[config.mk]
export PLATFORM = sky130hd
export DESIGN_NAME = upper_ctrl_flat
export DESIGN_NICKNAME = d
export VERILOG_FILES = /design/src/rtl/upper_ctrl_if.sv /design/src/rtl/upper_ctrl.sv /design/src/flat_wrapper.sv
export SDC_FILE = /design/constraint.sdc
export NUM_CORES = 1
export LEC_CHECK = 0
export ABC_CLOCK_PERIOD_IN_PS = 2300
export BUFFER_PORTS_ARGS = -buffer_cell sky130_fd_sc_hd__buf_2
export CORE_MARGIN = 4
export CORE_UTILIZATION = 43
export CTS_BUF_LIST = sky130_fd_sc_hd__clkbuf_8
export CTS_CLUSTER_DIAMETER = 40
export DETAILED_ROUTE_END_ITERATION = 12
export PLACE_DENSITY = 0.83
export RECOVER_POWER = 100
export SLEW_MARGIN = 40
export SYNTH_ARGS = -nofsm -noshare
export SYNTH_HDL_FRONTEND = slang
export SYNTH_SLANG_ARGS = --single-unit
[constraint.sdc]
create_clock -name clk -period 2.3 [get_ports clk]
set_input_delay 0.575 -clock clk [delete_from_list [all_inputs] [get_ports clk]]
set_output_delay 0.575 -clock clk [all_outputs]
set_load 0.005 [all_outputs]
[src/rtl/upper_ctrl_if.sv]
// Signal bundle between instruction decode, the U-type datapath unit and the
// register-file writeback port; the controller sits on the slave side.
interface upper_ctrl_if #(
    parameter int XLEN = 32
);
    logic            inst_valid;
    logic            inst_ready;
    logic [31:0]     inst;
    logic [XLEN-1:0] pc;
    logic            stall;
    logic            flush;
    logic            up_en;
    logic            up_stall;
    logic            up_pc_sel;
    logic [XLEN-1:0] up_imm;
    logic [XLEN-1:0] up_pc;
    logic [XLEN-1:0] up_reg;
    logic            wb_valid;
    logic            wb_ready;
    logic [4:0]      wb_rd;
    logic [XLEN-1:0] wb_data;
    logic            illegal;

    modport slave (
        input  inst_valid, inst, pc, stall, flush, up_reg, wb_ready,
        output inst_ready, up_en, up_stall, up_pc_sel, up_imm, up_pc,
               wb_valid, wb_rd, wb_data, illegal
    );

    modport master (
        output inst_valid, inst, pc, stall, flush, up_reg, wb_ready,
        input  inst_ready, up_en, up_stall, up_pc_sel, up_imm, up_pc,
               wb_valid, wb_rd, wb_data, illegal
    );
endinterface

[src/rtl/upper_ctrl.sv]
// Sequencer for the LUI/AUIPC datapath unit: accepts one instruction, runs the
// unit for one (possibly stalled) cycle, then hands the result to writeback.
module upper_ctrl #(
    parameter int XLEN = 32
) (
    input logic         clk,
    input logic         rst,
    upper_ctrl_if.slave bus
);
    localparam logic [6:0] OP_LUI   = 7'b0110111;
    localparam logic [6:0] OP_AUIPC = 7'b0010111;

    typedef enum logic [1:0] {
        IDLE,
        CALC,
        WB
    } state_t;

    state_t            state;
    state_t            state_next;
    logic [4:0]        rd_q;
    logic [XLEN-1:0]   imm_q;
    logic [XLEN-1:0]   pc_q;
    logic              pc_sel_q;
    logic              illegal_q;

    logic [6:0]        opcode;
    logic              is_u;
    logic              accept;
    logic signed [31:0] u_imm;
    logic [XLEN-1:0]   imm_ext;

    assign opcode  = bus.inst[6:0];
    assign is_u    = (opcode == OP_LUI) || (opcode == OP_AUIPC);
    assign u_imm   = signed'({bus.inst[31:12], 12'b0});
    assign imm_ext = XLEN'(u_imm);

    // A flush in IDLE blocks acceptance so the squash really wins over the handshake.
    assign bus.inst_ready = (state == IDLE) && !bus.flush;
    assign accept         = bus.inst_valid && bus.inst_ready;

    always_ff @(posedge clk) begin
        if (rst) begin
            state     <= IDLE;
            rd_q      <= '0;
            imm_q     <= '0;
            pc_q      <= '0;
            pc_sel_q  <= 1'b0;
            illegal_q <= 1'b0;
        end else begin
            state     <= state_next;
            illegal_q <= accept && !is_u;
            if (accept && is_u) begin
                rd_q     <= bus.inst[11:7];
                imm_q    <= imm_ext;
                pc_q     <= bus.pc;
                pc_sel_q <= (opcode == OP_AUIPC);
            end
        end
    end

    always_comb begin
        state_next = state;
        case (state)
            IDLE: begin
                if (accept && is_u) begin
                    state_next = CALC;
                end
            end
            CALC: begin
                // Writes to x0 are discarded, so skip the writeback handshake entirely.
                if (!bus.stall) begin
                    state_next = (rd_q != 5'd0) ? WB : IDLE;
                end
            end
            WB: begin
                if (bus.wb_ready) begin
                    state_next = IDLE;
                end
            end
            default: state_next = IDLE;
        endcase
        if (bus.flush) begin
            state_next = IDLE;
        end
    end

    assign bus.up_en     = (state == CALC);
    assign bus.up_stall  = bus.stall;
    assign bus.up_pc_sel = pc_sel_q;
    assign bus.up_imm    = imm_q;
    assign bus.up_pc     = pc_q;
    assign bus.wb_valid  = (state == WB);
    assign bus.wb_rd     = rd_q;
    assign bus.wb_data   = (state == WB) ? bus.up_reg : '0;
    assign bus.illegal   = illegal_q;
endmodule

[src/flat_wrapper.sv]
// flat-port wrapper written by rule: the top's interface ports become plain ports
module upper_ctrl_flat 
#(
    parameter int XLEN = 32
)
  (clk, rst, bus_inst_valid, bus_inst, bus_pc, bus_stall, bus_flush, bus_up_reg, bus_wb_ready, bus_inst_ready, bus_up_en, bus_up_stall, bus_up_pc_sel, bus_up_imm, bus_up_pc, bus_wb_valid, bus_wb_rd, bus_wb_data, bus_illegal);
  upper_ctrl_if #(.XLEN(XLEN)) bus_i ();
  input logic clk;
  input logic rst;
  input wire logic [$bits(bus_i.inst_valid)-1:0] bus_inst_valid;
  input wire logic [$bits(bus_i.inst)-1:0] bus_inst;
  input wire logic [$bits(bus_i.pc)-1:0] bus_pc;
  input wire logic [$bits(bus_i.stall)-1:0] bus_stall;
  input wire logic [$bits(bus_i.flush)-1:0] bus_flush;
  input wire logic [$bits(bus_i.up_reg)-1:0] bus_up_reg;
  input wire logic [$bits(bus_i.wb_ready)-1:0] bus_wb_ready;
  output wire logic [$bits(bus_i.inst_ready)-1:0] bus_inst_ready;
  output wire logic [$bits(bus_i.up_en)-1:0] bus_up_en;
  output wire logic [$bits(bus_i.up_stall)-1:0] bus_up_stall;
  output wire logic [$bits(bus_i.up_pc_sel)-1:0] bus_up_pc_sel;
  output wire logic [$bits(bus_i.up_imm)-1:0] bus_up_imm;
  output wire logic [$bits(bus_i.up_pc)-1:0] bus_up_pc;
  output wire logic [$bits(bus_i.wb_valid)-1:0] bus_wb_valid;
  output wire logic [$bits(bus_i.wb_rd)-1:0] bus_wb_rd;
  output wire logic [$bits(bus_i.wb_data)-1:0] bus_wb_data;
  output wire logic [$bits(bus_i.illegal)-1:0] bus_illegal;
  assign bus_i.inst_valid = bus_inst_valid;
  assign bus_i.inst = bus_inst;
  assign bus_i.pc = bus_pc;
  assign bus_i.stall = bus_stall;
  assign bus_i.flush = bus_flush;
  assign bus_i.up_reg = bus_up_reg;
  assign bus_i.wb_ready = bus_wb_ready;
  assign bus_inst_ready = bus_i.inst_ready;
  assign bus_up_en = bus_i.up_en;
  assign bus_up_stall = bus_i.up_stall;
  assign bus_up_pc_sel = bus_i.up_pc_sel;
  assign bus_up_imm = bus_i.up_imm;
  assign bus_up_pc = bus_i.up_pc;
  assign bus_wb_valid = bus_i.wb_valid;
  assign bus_wb_rd = bus_i.wb_rd;
  assign bus_wb_data = bus_i.wb_data;
  assign bus_illegal = bus_i.illegal;
  upper_ctrl #(.XLEN(XLEN)) u_core (.clk(clk), .rst(rst), .bus(bus_i));
endmodule
Word-level counts from Yosys, hierarchy flattened
Index checks and enable logic that the tools add are counted.

word-level totals
  bits in registers = 61
  word-level logic and storage cells = 30
  latch bits = 0
  memory bits (read-only) = 0
  memories kept = 0
  output and inout port bits = 107
  bits of input ports = 102
  RAM bits = 0

operators by class
  reductions and logical operators = 11
  shift operators = 0
  magnitude comparators = 0
  add/sub/neg operators = 0
  bitwise logic cells = 0
  muxes and demuxes = 6
  div/mod/pow operators = 0
  multiply operators = 0
  eq/ne operators = 7

operators with widths
  operator              number
  $mux W32              1
  $mux W2               4
  $eq A7 B5 Y1 const B  1
  $eq A7 B6 Y1 const B  1
  $ne A2 B2 Y1 const B  3
  $pmux W2 S3           1
  $reduce_bool A5 Y1    1
  $logic_and A1 B1 Y1   4
  $reduce_and A3 Y1     1
  $eq A2 B1 Y1 const B  1
  $eq A2 B2 Y1 const B  1
  $logic_not A1 Y1      2
  $logic_not A2 Y1      1
  $reduce_or A2 Y1      1
  $logic_or A1 B1 Y1    1

Logic depth before layout (Yosys ltp)
  word-level depth = 6
  depth in mapped cells = 5
  gate-level depth less buffers = 3

Worst setup path before layout
Ideal clock, no wire load.

  path kind = input -> register
  start = input bus_flush
  end = register u_core.pc_sel_q, in the netlist u_core.bus.up_pc_sel
  arrival = 1,900 ps
  buffers on the path = 1
  stages on the path = 4
  path slack = 279 ps
  library setup time = 121 ps
  required time = 2,179 ps
  path through = or4b_1 -> nor3_2 -> buf_4 -> mux2_2

between the ends
  word-level cells in the longest chain between the ends = 4

ends and longest elaborated chain
  item                  line                text
  from (decl)           flat_wrapper.sv:14  input wire logic [$bits(bus_i.flush)-1:0] bus_flush;
  $logic_not A1 Y1      upper_ctrl.sv:39    assign bus.inst_ready = (state == IDLE) && !bus.flush;
  $logic_and A1 B1 Y1   upper_ctrl.sv:39
  $logic_and A1 B1 Y1   upper_ctrl.sv:40    assign accept = bus.inst_valid && bus.inst_ready;
  $logic_and A1 B1 Y1   upper_ctrl.sv:53    if (accept && is_u) begin
  to (signal assigned)  upper_ctrl.sv:57    pc_sel_q <= (opcode == OP_AUIPC);
  to (decl)             upper_ctrl.sv:24    logic pc_sel_q;

Every way passes these cells.
A chain may end at the register's enable or synchronous reset.

Worst setup path after layout
  start = register u_core.state[1]
  end = register u_core.pc_q[4], in the netlist u_core.bus.up_pc[4]

between the ends
  word-level cells in the longest chain between the ends = 4

ends and longest elaborated chain
  item                    line              text
  from (decl)             upper_ctrl.sv:19  state_t state;
  from (signal assigned)  upper_ctrl.sv:51  state <= state_next;
  $logic_not A2 Y1        upper_ctrl.sv:39
  $logic_and A1 B1 Y1     upper_ctrl.sv:39
  $logic_and A1 B1 Y1     upper_ctrl.sv:40
  $logic_and A1 B1 Y1     upper_ctrl.sv:53
  to (signal assigned)    upper_ctrl.sv:56  pc_q <= bus.pc;
  to (decl)               upper_ctrl.sv:23  logic [XLEN-1:0] pc_q;

Every way passes these cells.

==> summary.txt <==
Run status
  – Outcome: complete, no violations

Detailed routing
  – Total number of vias: 2,693
  – Pre-antenna DRT Iters: 4
  – Iter 0 DRT Violations: 33
  – Avg WL per Cell: 13.08 µm
  – Vias per cell: 4.415
  – Drt total wl: 7.977 mm
  – DR DRC count: 0
  – Final ANT Viol Nets: 0

STA
  – RSZ-0062 raised after global routing: false
  – Skew final: 0.008985 ns
  – Worst setup margin: 0.2828 ns
  – Relative slew slack: 64.81%
  – Setup TNS Final: 0 ns
  – Final Hold Violating Endpoints: 0
  – Fin Hold WS: 0.4703 ns
  – Setup violators final: 0
  – Min Tclk post-route: 2.017 ns
  – Final period util: 87.70%
  – Slew Limit Fails: 0
  – Slew @ Worst Pin: 0.5279 ns
  – Max frequency: 495.7 MHz

Critical path
  – Slowest cell delay on critical path: 0.55 ns
  – Crit. Startpoint: u_core.state[1]
  – Critical path class: flop to flop
  – Delay-heaviest family, CP: simple AND/OR/NAND/NOR gates
  – Worst setup EP type: flop
  – CP Launch Type: flop
  – Worst endpoint required time: 2.56 ns
  – Reg2reg end: u_core.bus.up_pc[4]
  – Flop2flop setup slack: 0.28 ns
  – Data arrival, critical path: 2.27 ns
  – CP max stage cell: or4b_1
  – WP buf/inv: 2
  – Crit Path Max Fanout: 19
  – Worst Reg-to-Reg Cells: 5
  – RR Startpoint: u_core.state[1]
  – CP Cell Sequence: or4b_1 > nor3_1 > buf_4 > buf_12 > mux2i_1

Final layout
  – Layout area overhead: 37.11%
  – Ant. Diodes: 0
  – Most frequent cells in the layout: buf_2, nand2b_1, dfxtp_1
  – Nets: 612
  – Fillers: 665
  – Register Area: 0.001221 mm²
  – Share of layout cells above drive strength 1: 31.91%
  – Area of the multi-input gates: 0.001653 mm²
  – Most common cell after layout, fill and taps aside: buf_2
  – Fin area: 0.004165 mm²

Synthesis
  – Async SR Flop Fraction: 0%
  – Seq/Total Area, Yosys: 40.20%
  – Synthesized area per cell: 9.493 µm²
  – Register bit total from synthesis: 61
  – Most used flip-flop cell after synthesis: dfxtp_1
  – Number of flops mapped to enable cells by yosys: 0
  – Mapped Cells: 320
  – Netlist cell types: 21
  – Synth Cell Area: 0.003038 mm²
  – Yosys warning count: 0

Power
  – Total power per unit cell area: 492.6 mW/mm²
  – Total power: 2.052 mW
  – Max VDD drop: 0.3083 mV
  – Pleak: 1.806 nW

Clock tree
  – Skew-Pair Late Insertion Delay: 0.33 ns
  – CTS max path bufs: 2
  – H-tree lvl count: 3
  – # hold bufs at CTS: 0
  – Reg clk slew, reported paths: 0.07 ns
  – CTS Buf Count: 9
  – CTS Sinks: 61
  – Clock root cell: clkbuf_8
  – Post-CTS setup buffers: 0
  – TritonCTS clock tree: built
  – # resized after CTS: 0

GRT
  – GRT Total Usage: 18.63%
  – Vias in the first global route: 2,709
  – Remaining Overflow, GRT: 0
  – Largest net degree at the start of global routing: 81
  – Antenna violations before repair: 0
  – Global-route wire length before repair: 12.59 mm

Worst hold path
  – Worst Hold Launch: u_core.bus.up_imm[22]
  – WHS Endpoint: u_core.bus.up_imm[22]
  – Hold Path Cell Cnt: 2
  – Tightest Hold Check Type: flop to flop

Floorplan
  – Die Area: 0.008474 mm²
  – Initial Utilization: 44.47%
  – Boundary Pins: 209
  – Core Rows: 30
  – Die height: 92.06 µm
  – Core area: 0.006832 mm²
  – Die W: 92.06 µm

Placement
  – DP HPWL: 6.193 mm
  – DP Worst Slack: 0.1072 ns
  – Final estimated routing congestion in global placement: 0.7239
  – I/O Buffers: 196
  – Placed cell area: 0.004080 mm²

Flow run
  – Max Cap Viol: 0
[per-stage QoR]
stage,util [%],cells
after floorplan,-,331
after global placement,59.73,595
after detailed placement,59.73,595
after CTS,62.16,610
after global routing,60.97,610
final,60.97,610
[flip-flops by register name (all words and copies together), names as in the netlist]
name                  cells
u_core.bus.up_pc_sel      1
u_core.bus.up_pc         32
u_core.bus.up_imm        20
u_core.bus.wb_rd          5
u_core.bus.illegal        1
u_core.state              2
[cell families after synthesis]
| family | count (synthesis) | synth area share (%) |
|---|---|---|
| compound gates | 3 | 0.7416 |
| buf+inv | 36 | 6.590 |
| flops | 61 | 40.20 |
| mux | 58 | 19.15 |
| other cells | 1 | 0.1234 |
| simple gates | 161 | 33.20 |
[cell usage after synthesis (all sizes together) (3+ instances only)]
library cell  number  area, µm²
and2              33      206.5
nor3               3      20.02
nor2               3      11.26
clkbuf            16      60.06
nor2b              3      18.77
mux2i             57      570.6
nand2b           116      725.7
dfxtp             61       1221
buf               19      136.4
[report_power, final]
part	internal [mW]	total, mW	switching (mW)
Clock	0.406	0.809	0.403
Sequential	1.06	1.06	0.00141
Combinational	0.111	0.182	0.0708
Total	1.58	2.05	0.475
[routing by layer]
layer | routed length (µm) | up-vias | GRT usage, % | part of all wire [%]
li1 | - | 1367 | - | -
met1 | 2984 | 1196 | 19.02 | 37
met2 | 4082 | 123 | 33.88 | 51
met3 | 836 | 7 | 7.957 | 10
met4 | 74 | 0 | 6.312 | 0.93
met5 | 0 | - | 0 | 0
[worst max-delay path by stage]
stage	end	slack, ns	depth (start not counted)
2_1_floorplan	u_core.bus.up_pc_sel	0.28	4
3_3_place_gp	u_core.bus.up_pc_sel	0.18	5
3_5_place_dp	u_core.bus.up_pc[30]	0.11	6
4_1_cts	bus_wb_data[25]	0.31	4
5_1_grt	u_core.bus.up_pc[4]	0.12	5
6_report	u_core.bus.up_pc[4]	0.28	5
[cell type report]
type	instances	area share (%)
clock buffers	10	3.304
clock inverters	5	0.6909
inverters	1	0.09012
multi-input cells	234	39.68
flip-flops and latches	61	29.32
well taps	96	2.884
repair buffers	203	24.03
[worst reg2reg max path, cell delays in order (launching register included)]
cell and delay, ns:
dfxtp_1 0.33, or4b_1 0.55, nor3_1 0.44, buf_4 0.23, buf_12 0.19, mux2i_1 0.22
(Power assumes the default switching activity.)
